File: config.mk
export PLATFORM = sky130hd
export DESIGN_NAME = adc_delay_calib_flat
export DESIGN_NICKNAME = d
export VERILOG_FILES = /design/src/rtl/adc_delay_calib_if.sv /design/src/rtl/adc_delay_calib.sv /design/src/flat_wrapper.sv
export SDC_FILE = /design/constraint.sdc
export NUM_CORES = 1
export LEC_CHECK = 0
export BUFFER_PORTS_ARGS = -buffer_cell sky130_fd_sc_hd__buf_2
export CAP_MARGIN = 30
export CORE_UTILIZATION = 50
export CTS_CLUSTER_SIZE = 14
export DETAILED_ROUTE_END_ITERATION = 10
export MAX_ROUTING_LAYER = met4
export PLACE_DENSITY = 0.73
export SLEW_MARGIN = 5
export SYNTH_ARGS = -nofsm -noshare
export SYNTH_HDL_FRONTEND = slang
export SYNTH_SLANG_ARGS = --single-unit
File: constraint.sdc
create_clock -name sys_clk -period 5.3 [get_ports sys_clk]
set_input_delay 0.53 -clock sys_clk [delete_from_list [all_inputs] [get_ports sys_clk]]
set_output_delay 0.53 -clock sys_clk [all_outputs]
set_load 0.1 [all_outputs]
File: src/rtl/adc_delay_calib_if.sv
// Delay-tap control bus between the calibration engine and the ADC
// interface delay port.
//   master : calibration engine (drives tap, line select, load strobe)
//   slave  : ADC interface (returns ready level and read-back tap)
// Signals:
//   delay_reg      tap value to load
//   delay_select   line select (bit 16 = OV line, 15:0 = data lines)
//   delay_load     one-cycle load strobe
//   delay_rdy      delay-ready level from the ADC interface
//   delay_reg_read tap value read back from the ADC interface
interface adc_delay_calib_if;
    logic [4:0]  delay_reg;
    logic [16:0] delay_select;
    logic        delay_load;
    logic        delay_rdy;
    logic [4:0]  delay_reg_read;

    modport master (
        output delay_reg, delay_select, delay_load,
        input  delay_rdy, delay_reg_read
    );

    modport slave (
        input  delay_reg, delay_select, delay_load,
        output delay_rdy, delay_reg_read
    );
endinterface

File: src/rtl/adc_delay_calib.sv
// ADC input-delay calibration engine. Sweeps all 32 delay taps, checks the
// ADC test pattern at each tap, finds the widest run of passing taps and
// finally loads the centre of that run.
// Ports:
//   sys_clk        sole clock, rising edge
//   rst_n          synchronous active-low reset
//   start          single-cycle sweep request (ignored while busy)
//   pattern        expected test-pattern word, stable while busy
//   adc_data       ADC samples (sys_clk domain)
//   adc_data_valid qualifies adc_data
//   dly            delay-port bus (master side)
//   busy           sweep in progress
//   done           one-cycle pulse on successful completion
//   fail           level, set on a failed sweep until the next start
//   best_tap       tap finally loaded
//   window_len     width of the widest passing window (0-32)
module adc_delay_calib #(
    parameter int unsigned SETTLE_CYCLES = 16,
    parameter int unsigned CHECK_SAMPLES = 64,
    parameter int unsigned RDY_TIMEOUT   = 255,
    parameter logic [16:0] SELECT_MASK   = 17'h1FFFF
) (
    input  logic                     sys_clk,
    input  logic                     rst_n,
    input  logic                     start,
    input  logic [15:0]              pattern,
    input  logic [15:0]              adc_data,
    input  logic                     adc_data_valid,
    adc_delay_calib_if.master        dly,
    output logic                     busy,
    output logic                     done,
    output logic                     fail,
    output logic [4:0]               best_tap,
    output logic [5:0]               window_len
);

    localparam logic [15:0] SETTLE_LAST = 16'(SETTLE_CYCLES - 1);
    localparam logic [15:0] CHECK_LAST  = 16'(CHECK_SAMPLES - 1);
    localparam logic [15:0] RDY_LAST    = 16'(RDY_TIMEOUT - 1);

    typedef enum logic [3:0] {
        IDLE, LOAD, WAIT_RDY, SETTLE, CHECK, NEXT, FINAL_LOAD, FINAL_WAIT, FINISH
    } state_t;

    state_t      state, state_nxt;
    logic [15:0] cnt;
    logic [4:0]  tap;
    logic [16:0] sel;
    logic        pass;
    logic [5:0]  run_len, best_len;
    logic [4:0]  run_start, best_start;

    logic        confirm, rdy_expired, settle_end, sample_hit, sample_miss, check_end;
    logic        last_tap;
    logic [5:0]  close_len, new_best_len;
    logic [4:0]  close_start, new_best_start, half, centre;

    assign dly.delay_reg    = tap;
    assign dly.delay_select = sel;

    // A load is confirmed only when the interface is ready AND reports the tap we asked for.
    assign confirm     = dly.delay_rdy && (dly.delay_reg_read == tap);
    // cnt is 0 on the first cycle after the strobe, so RDY_LAST marks the RDY_TIMEOUT-th wait cycle.
    assign rdy_expired = !confirm && (cnt == RDY_LAST);
    assign settle_end  = (cnt == SETTLE_LAST);
    assign sample_hit  = adc_data_valid && (adc_data == pattern);
    assign sample_miss = adc_data_valid && (adc_data != pattern);
    assign check_end   = sample_miss || (sample_hit && (cnt == CHECK_LAST));

    // Run tracking for the NEXT state: the run including this tap (if it
    // passed) is closed on a failing tap or after the last tap. Strict '>'
    // keeps the earlier run on equal length.
    always_comb begin
        last_tap       = (tap == 5'd31);
        close_len      = pass ? run_len + 6'd1 : run_len;
        close_start    = (pass && (run_len == 6'd0)) ? tap : run_start;
        new_best_len   = best_len;
        new_best_start = best_start;
        if ((!pass || last_tap) && (close_len > best_len)) begin
            new_best_len   = close_len;
            new_best_start = close_start;
        end
        half   = 5'((new_best_len - 6'd1) >> 1);
        centre = new_best_start + half;
    end

    // State register
    always_ff @(posedge sys_clk) begin
        if (!rst_n) state <= IDLE;
        else        state <= state_nxt;
    end

    // Next-state logic
    always_comb begin
        state_nxt = state;
        case (state)
            IDLE:       if (start) state_nxt = LOAD;
            LOAD:       state_nxt = WAIT_RDY;
            WAIT_RDY:   if (confirm) state_nxt = SETTLE;
                        else if (rdy_expired) state_nxt = FINAL_LOAD;
            SETTLE:     if (settle_end) state_nxt = CHECK;
            CHECK:      if (check_end) state_nxt = NEXT;
            NEXT:       state_nxt = last_tap ? FINAL_LOAD : LOAD;
            FINAL_LOAD: state_nxt = FINAL_WAIT;
            FINAL_WAIT: if (confirm || rdy_expired) state_nxt = FINISH;
            FINISH:     state_nxt = IDLE;
            default:    state_nxt = IDLE;
        endcase
    end

    // Moore outputs
    always_comb begin
        dly.delay_load = (state == LOAD) || (state == FINAL_LOAD);
        done           = (state == FINISH) && !fail;
    end

    // Datapath: tap, counters, run trackers and status registers
    always_ff @(posedge sys_clk) begin
        if (!rst_n) begin
            cnt        <= '0;
            tap        <= '0;
            sel        <= '0;
            pass       <= 1'b0;
            run_len    <= '0;
            run_start  <= '0;
            best_len   <= '0;
            best_start <= '0;
            busy       <= 1'b0;
            fail       <= 1'b0;
            best_tap   <= '0;
            window_len <= '0;
        end else begin
            // One shared counter: cleared on every state change.
            if (state_nxt != state)
                cnt <= '0;
            else if ((state == WAIT_RDY) || (state == FINAL_WAIT) || (state == SETTLE) ||
                     ((state == CHECK) && sample_hit))
                cnt <= cnt + 16'd1;

            case (state)
                IDLE: if (start) begin
                    tap        <= '0;
                    sel        <= SELECT_MASK;
                    run_len    <= '0;
                    run_start  <= '0;
                    best_len   <= '0;
                    best_start <= '0;
                    fail       <= 1'b0;
                    busy       <= 1'b1;
                end
                WAIT_RDY: if (rdy_expired) begin
                    // Abandon the sweep and park the line at tap 0.
                    fail <= 1'b1;
                    busy <= 1'b0;
                    tap  <= '0;
                end
                CHECK: if (check_end) pass <= !sample_miss;
                NEXT: begin
                    if (pass) begin
                        run_len   <= close_len;
                        run_start <= close_start;
                    end else begin
                        run_len   <= '0;
                    end
                    best_len   <= new_best_len;
                    best_start <= new_best_start;
                    if (!last_tap) begin
                        tap <= tap + 5'd1;
                    end else if (new_best_len == 6'd0) begin
                        tap  <= '0;
                        fail <= 1'b1;
                        busy <= 1'b0;
                    end else begin
                        tap <= centre;
                    end
                end
                FINAL_WAIT: if (confirm || rdy_expired) begin
                    busy       <= 1'b0;
                    best_tap   <= tap;
                    window_len <= (fail || rdy_expired) ? 6'd0 : best_len;
                    if (rdy_expired) fail <= 1'b1;
                end
                default: ;
            endcase
        end
    end

endmodule

File: src/flat_wrapper.sv
// flat-port wrapper written by rule: the top's interface ports become plain ports
module adc_delay_calib_flat 
#(
    parameter int unsigned SETTLE_CYCLES = 16,
    parameter int unsigned CHECK_SAMPLES = 64,
    parameter int unsigned RDY_TIMEOUT   = 255,
    parameter logic [16:0] SELECT_MASK   = 17'h1FFFF
)
  (sys_clk, rst_n, start, pattern, adc_data, adc_data_valid, busy, done, fail, best_tap, window_len, dly_delay_reg, dly_delay_select, dly_delay_load, dly_delay_rdy, dly_delay_reg_read);
  adc_delay_calib_if dly_i ();
  input  logic sys_clk;
  input  logic rst_n;
  input  logic start;
  input  logic [15:0] pattern;
  input  logic [15:0] adc_data;
  input  logic adc_data_valid;
  output logic busy;
  output logic done;
  output logic fail;
  output logic [4:0] best_tap;
  output logic [5:0] window_len;
  output wire logic [$bits(dly_i.delay_reg)-1:0] dly_delay_reg;
  output wire logic [$bits(dly_i.delay_select)-1:0] dly_delay_select;
  output wire logic [$bits(dly_i.delay_load)-1:0] dly_delay_load;
  input wire logic [$bits(dly_i.delay_rdy)-1:0] dly_delay_rdy;
  input wire logic [$bits(dly_i.delay_reg_read)-1:0] dly_delay_reg_read;
  assign dly_delay_reg = dly_i.delay_reg;
  assign dly_delay_select = dly_i.delay_select;
  assign dly_delay_load = dly_i.delay_load;
  assign dly_i.delay_rdy = dly_delay_rdy;
  assign dly_i.delay_reg_read = dly_delay_reg_read;
  adc_delay_calib #(.SETTLE_CYCLES(SETTLE_CYCLES), .CHECK_SAMPLES(CHECK_SAMPLES), .RDY_TIMEOUT(RDY_TIMEOUT), .SELECT_MASK(SELECT_MASK)) u_core (.sys_clk(sys_clk), .rst_n(rst_n), .start(start), .pattern(pattern), .adc_data(adc_data), .adc_data_valid(adc_data_valid), .dly(dly_i), .busy(busy), .done(done), .fail(fail), .best_tap(best_tap), .window_len(window_len));
endmodule
==> impl_table.tex <==
\begin{tabular}{lr}
\hline
Metric & Value \\
\hline
\multicolumn{2}{l}{\textbf{CTS}} \\
Maximum buffer depth of the clock tree & 2 \\
Depth of the CTS H-tree & 3 \\
Clock insertion delay at the later pin of the skew report & 350 ps \\
TritonCTS clock tree & done \\
Clock-pin slew reported for the worst setup and hold paths after clock tree synthesis & 80 ps \\
Cts hold-fix bufs & 0 \\
CTS sink cnt & 62 \\
CTS Root Cell & clkbuf\_8 \\
Num CTS Buffers & 9 \\
CTS-repair resized insts & 0 \\
Buffers inserted during post-CTS setup optimization & 0 \\
\multicolumn{2}{l}{\textbf{Placed design}} \\
Post-detailed-placement half-perimeter wirelength & $\sim$7400 um \\
Final estimated routing congestion in global placement & a little under 0.9 \\
Count of input and output buffers & 78 \\
\multicolumn{2}{l}{\textbf{Final layout}} \\
Area growth from synthesis to final layout & 11.8\% \\
Most used cells in the layout excluding fill and tap cells & buf\_2 (78), nor2\_1 (63), dfxtp\_1 (62), nand2\_1 (38), a21oi\_1 (33) \\
Flip-flop count of the largest register, all copies and words added & 16 \\
Number of nets in the finished design & between 600 and 700 \\
Register bank with the most flops & u\_core.cnt \\
Layout cells sized above 1 & approximately 19\% \\
Commonest non-fill, non-tap cell in the layout & buf\_2 \\
Total inserted antenna cells & 0 \\
Number of inserted filler cells in the final layout & approximately 750 \\
Final core utilization & around three fifths \\
\multicolumn{2}{l}{\textbf{GRT}} \\
Initial antenna violation count & 0 \\
Global-route layer with the greatest usage & met2 \\
Number of global-route vias before repair & $\sim$3,600 \\
First-pass GRT wire length & $\sim$17,000 um \\
GR Layer Usage met3 & between 3 and 4\% \\
Met2 global-route usage & 40.7\% \\
Met1 usage & about a third \\
Largest net degree at the start of global routing & 27 \\
Global-route congestion overflow total & 0 \\
All-Layer GR Usage & roughly a quarter \\
\multicolumn{2}{l}{\textbf{Timing}} \\
Setup Skew & roughly 7.5 ps \\
Worst Tran Pin Value & approximately 1000 ps \\
Maximum achievable frequency & approximately 220 MHz \\
Final number of setup-violating endpoints & 0 \\
Final Max Slew Viols & 0 \\
Worst relative slew slack & a little under a third \\
RSZ-0062 raised after global routing & false \\
Final critical-path share of the clock period & about 85\% \\
Post-Route Setup TNS & 0 ps \\
Post-layout min period & $\sim$4500 ps \\
Number of hold violations in the final report & 0 \\
\multicolumn{2}{l}{\textbf{Synth}} \\
Register area share after synthesis & 30.6\% \\
Combined area of all synthesized cells & 4060 um2 \\
Number of flops mapped to enable cells by yosys & 0 \\
Commonest register cell after synthesis & dfxtp\_1 \\
Cells after Synth & between 500 and 600 \\
Yosys warning count & 0 \\
Total nets after synthesis & between 500 and 600 \\
Syn avg cell area & between 7 and 8 um2 \\
Yosys cell types & 60 \\
Flops \& latches, synth & 62 \\
FFs w/ async S/R, synth & 0\% \\
\multicolumn{2}{l}{\textbf{Worst setup path}} \\
Type of the worst setup path & register to register \\
Register-to-Register Setup Slack & around 800 ps \\
Element type at the critical path start & register \\
CP Launch Point & u\_core.pass \\
Start of the worst register-to-register path & u\_core.pass \\
Endpoint class of the critical path & register \\
Arrival time reported for the critical path endpoint & approximately 4800 ps \\
Required time reported for the critical path endpoint & around 5600 ps \\
Crit-path max FO & 23 \\
\multicolumn{2}{l}{\textbf{Floorplan}} \\
Width of the die & 92.1 um \\
Core region area & 7770 um2 \\
Initial cell density of the core & a little over half \\
Number of top-level pins & 79 \\
Die Area & approximately 8500 um2 \\
\# rows & 32 \\
Die boundary height & just over 90 um \\
\multicolumn{2}{l}{\textbf{Power and ir drop}} \\
Worst-case vdd ir drop & between 0.0001 and 0.00015 V \\
Power density cells & around 230 nW/um2 \\
Leakage & between 1.5 and 2 nW \\
\multicolumn{2}{l}{\textbf{Routing}} \\
Wire length per cell after detailed routing & approximately 15 um \\
Via density & between 5 and 6 \\
Antenna Violating Nets Remaining & 0 \\
DRC errors left & 0 \\
DRT Pass-1 Iters & 5 \\
Number of violations reported at the end of detailed-routing iteration 0 & between 200 and 250 \\
Total wire length & roughly 10000 um \\
Total number of vias & roughly 3,800 \\
\multicolumn{2}{l}{\textbf{Hold path}} \\
HP Class & register to register \\
Hold wc startpoint & u\_core.run\_start[3] \\
\multicolumn{2}{l}{\textbf{Flow run}} \\
Max-cap viol count & 0 \\
\multicolumn{2}{l}{\textbf{Outcome}} \\
Outcome & finished, final reports clean \\
\hline
\end{tabular}
## where the power goes
part	total, mW	internal, mW	switching [mW]	leakage [nW]
Clock	0.375	0.180	0.195	0.0958
Sequential	0.479	0.470	0.00962	0.500
Combinational	0.199	0.0414	0.158	1.26
## worst paths after layout
check	endpoint	cells after the start
min reg2reg	u_core.run_start[3]	2
max reg2reg	u_core.dly.delay_reg[4]	16
max	u_core.dly.delay_reg[4]	16
min	u_core.run_start[3]	2
## critical path: stages, from the launching register on
cell,delay (ps)
dfxtp_1,630
nand4_1,280
nor2_1,190
xor2_1,330
ha_1,310
and4_1,190
a32o_1,250
a31oi_1,130
buf_4,270
o21ai_0,160
ha_1,230
fa_1,400
a21o_1,190
a21oi_1,170
xnor2_1,120
or4_1,510
o221ai_1,80
## through the flow
stage	instances	hold slack, ps	cell area, um2	total power [mW]	worst slack [ps]
floorplan	515	447	4060	0.664	535
detailed placement	653	459	4360	0.689	819
global placement	653	456	4360	0.687	949
finish	669	471	4530	1.05	804
CTS	669	469	4530	1.06	805
global route	669	481	4530	1.10	444
## synth_stat cells, types with 2 or more instances
cell / count / share of area (%)
a221oi_1: 2 / 0.43
nand4_1: 7 / 1.1
mux2i_1: 13 / 3.2
nand2_1: 38 / 3.5
o21ai_0: 16 / 2.0
and3_1: 8 / 1.2
nand3b_1: 2 / 0.37
a21boi_0: 2 / 0.37
nor3b_1: 3 / 0.56
o21a_1: 2 / 0.37
nor2_1: 63 / 5.8
a211oi_1: 2 / 0.37
a22oi_1: 8 / 1.5
nor3_1: 24 / 3.0
inv_1: 20 / 1.9
ha_1: 17 / 5.2
nor2b_1: 3 / 0.46
or4_1: 2 / 0.37
xor2_1: 30 / 6.5
buf_2: 2 / 0.25
and4_1: 4 / 0.86
nor4b_1: 3 / 0.65
nor4_1: 6 / 0.93
and2_1: 4 / 0.62
buf_4: 16 / 3.0
dfxtp_1: 62 / 31
xnor2_1: 21 / 4.5
nor3_2: 3 / 0.74
nand3_1: 32 / 3.9
a21oi_1: 33 / 4.1
clkbuf_1: 26 / 2.4
a31oi_1: 11 / 1.7
a21o_1: 3 / 0.56
## metal layers
| layer | vias up | routed length, um | part of all wire (%) |
|---|---|---|---|
| met2 | 136 | 4700 | 47 |
| met3 | 26 | 594 | 5.9 |
| met5 | - | 0 | 0 |
| li1 | 1889 | - | - |
| met1 | 1774 | 4500 | 45 |
| met4 | 0 | 213 | 2.1 |
## cell type report
| class | count | area, um2 | share of cell area, % |
|---|---|---|---|
| Sequential cell | 62 | 1240 | 27.4 |
| Inverter | 20 | 75.1 | 1.66 |
| Timing Repair Buffer | 81 | 413 | 9.11 |
| Clock buffer | 10 | 138 | 3.04 |
| Multi-Input combinational cell | 388 | 2500 | 55.2 |
| Tap cell | 102 | 128 | 2.82 |
| Clock inverter | 6 | 37.5 | 0.828 |
## kinds of logic after synthesis
group           count (synthesis)  share of synthesized area, %
buf+inv                        65                          7.74
xor+xnor                       51                          11.0
mux                            15                          4.04
fa+ha+maj                      18                          5.74
flops                          62                          30.6
compound gates                 93                          14.3
simple gates                  211                          26.5
(Power assumes the default switching activity.)
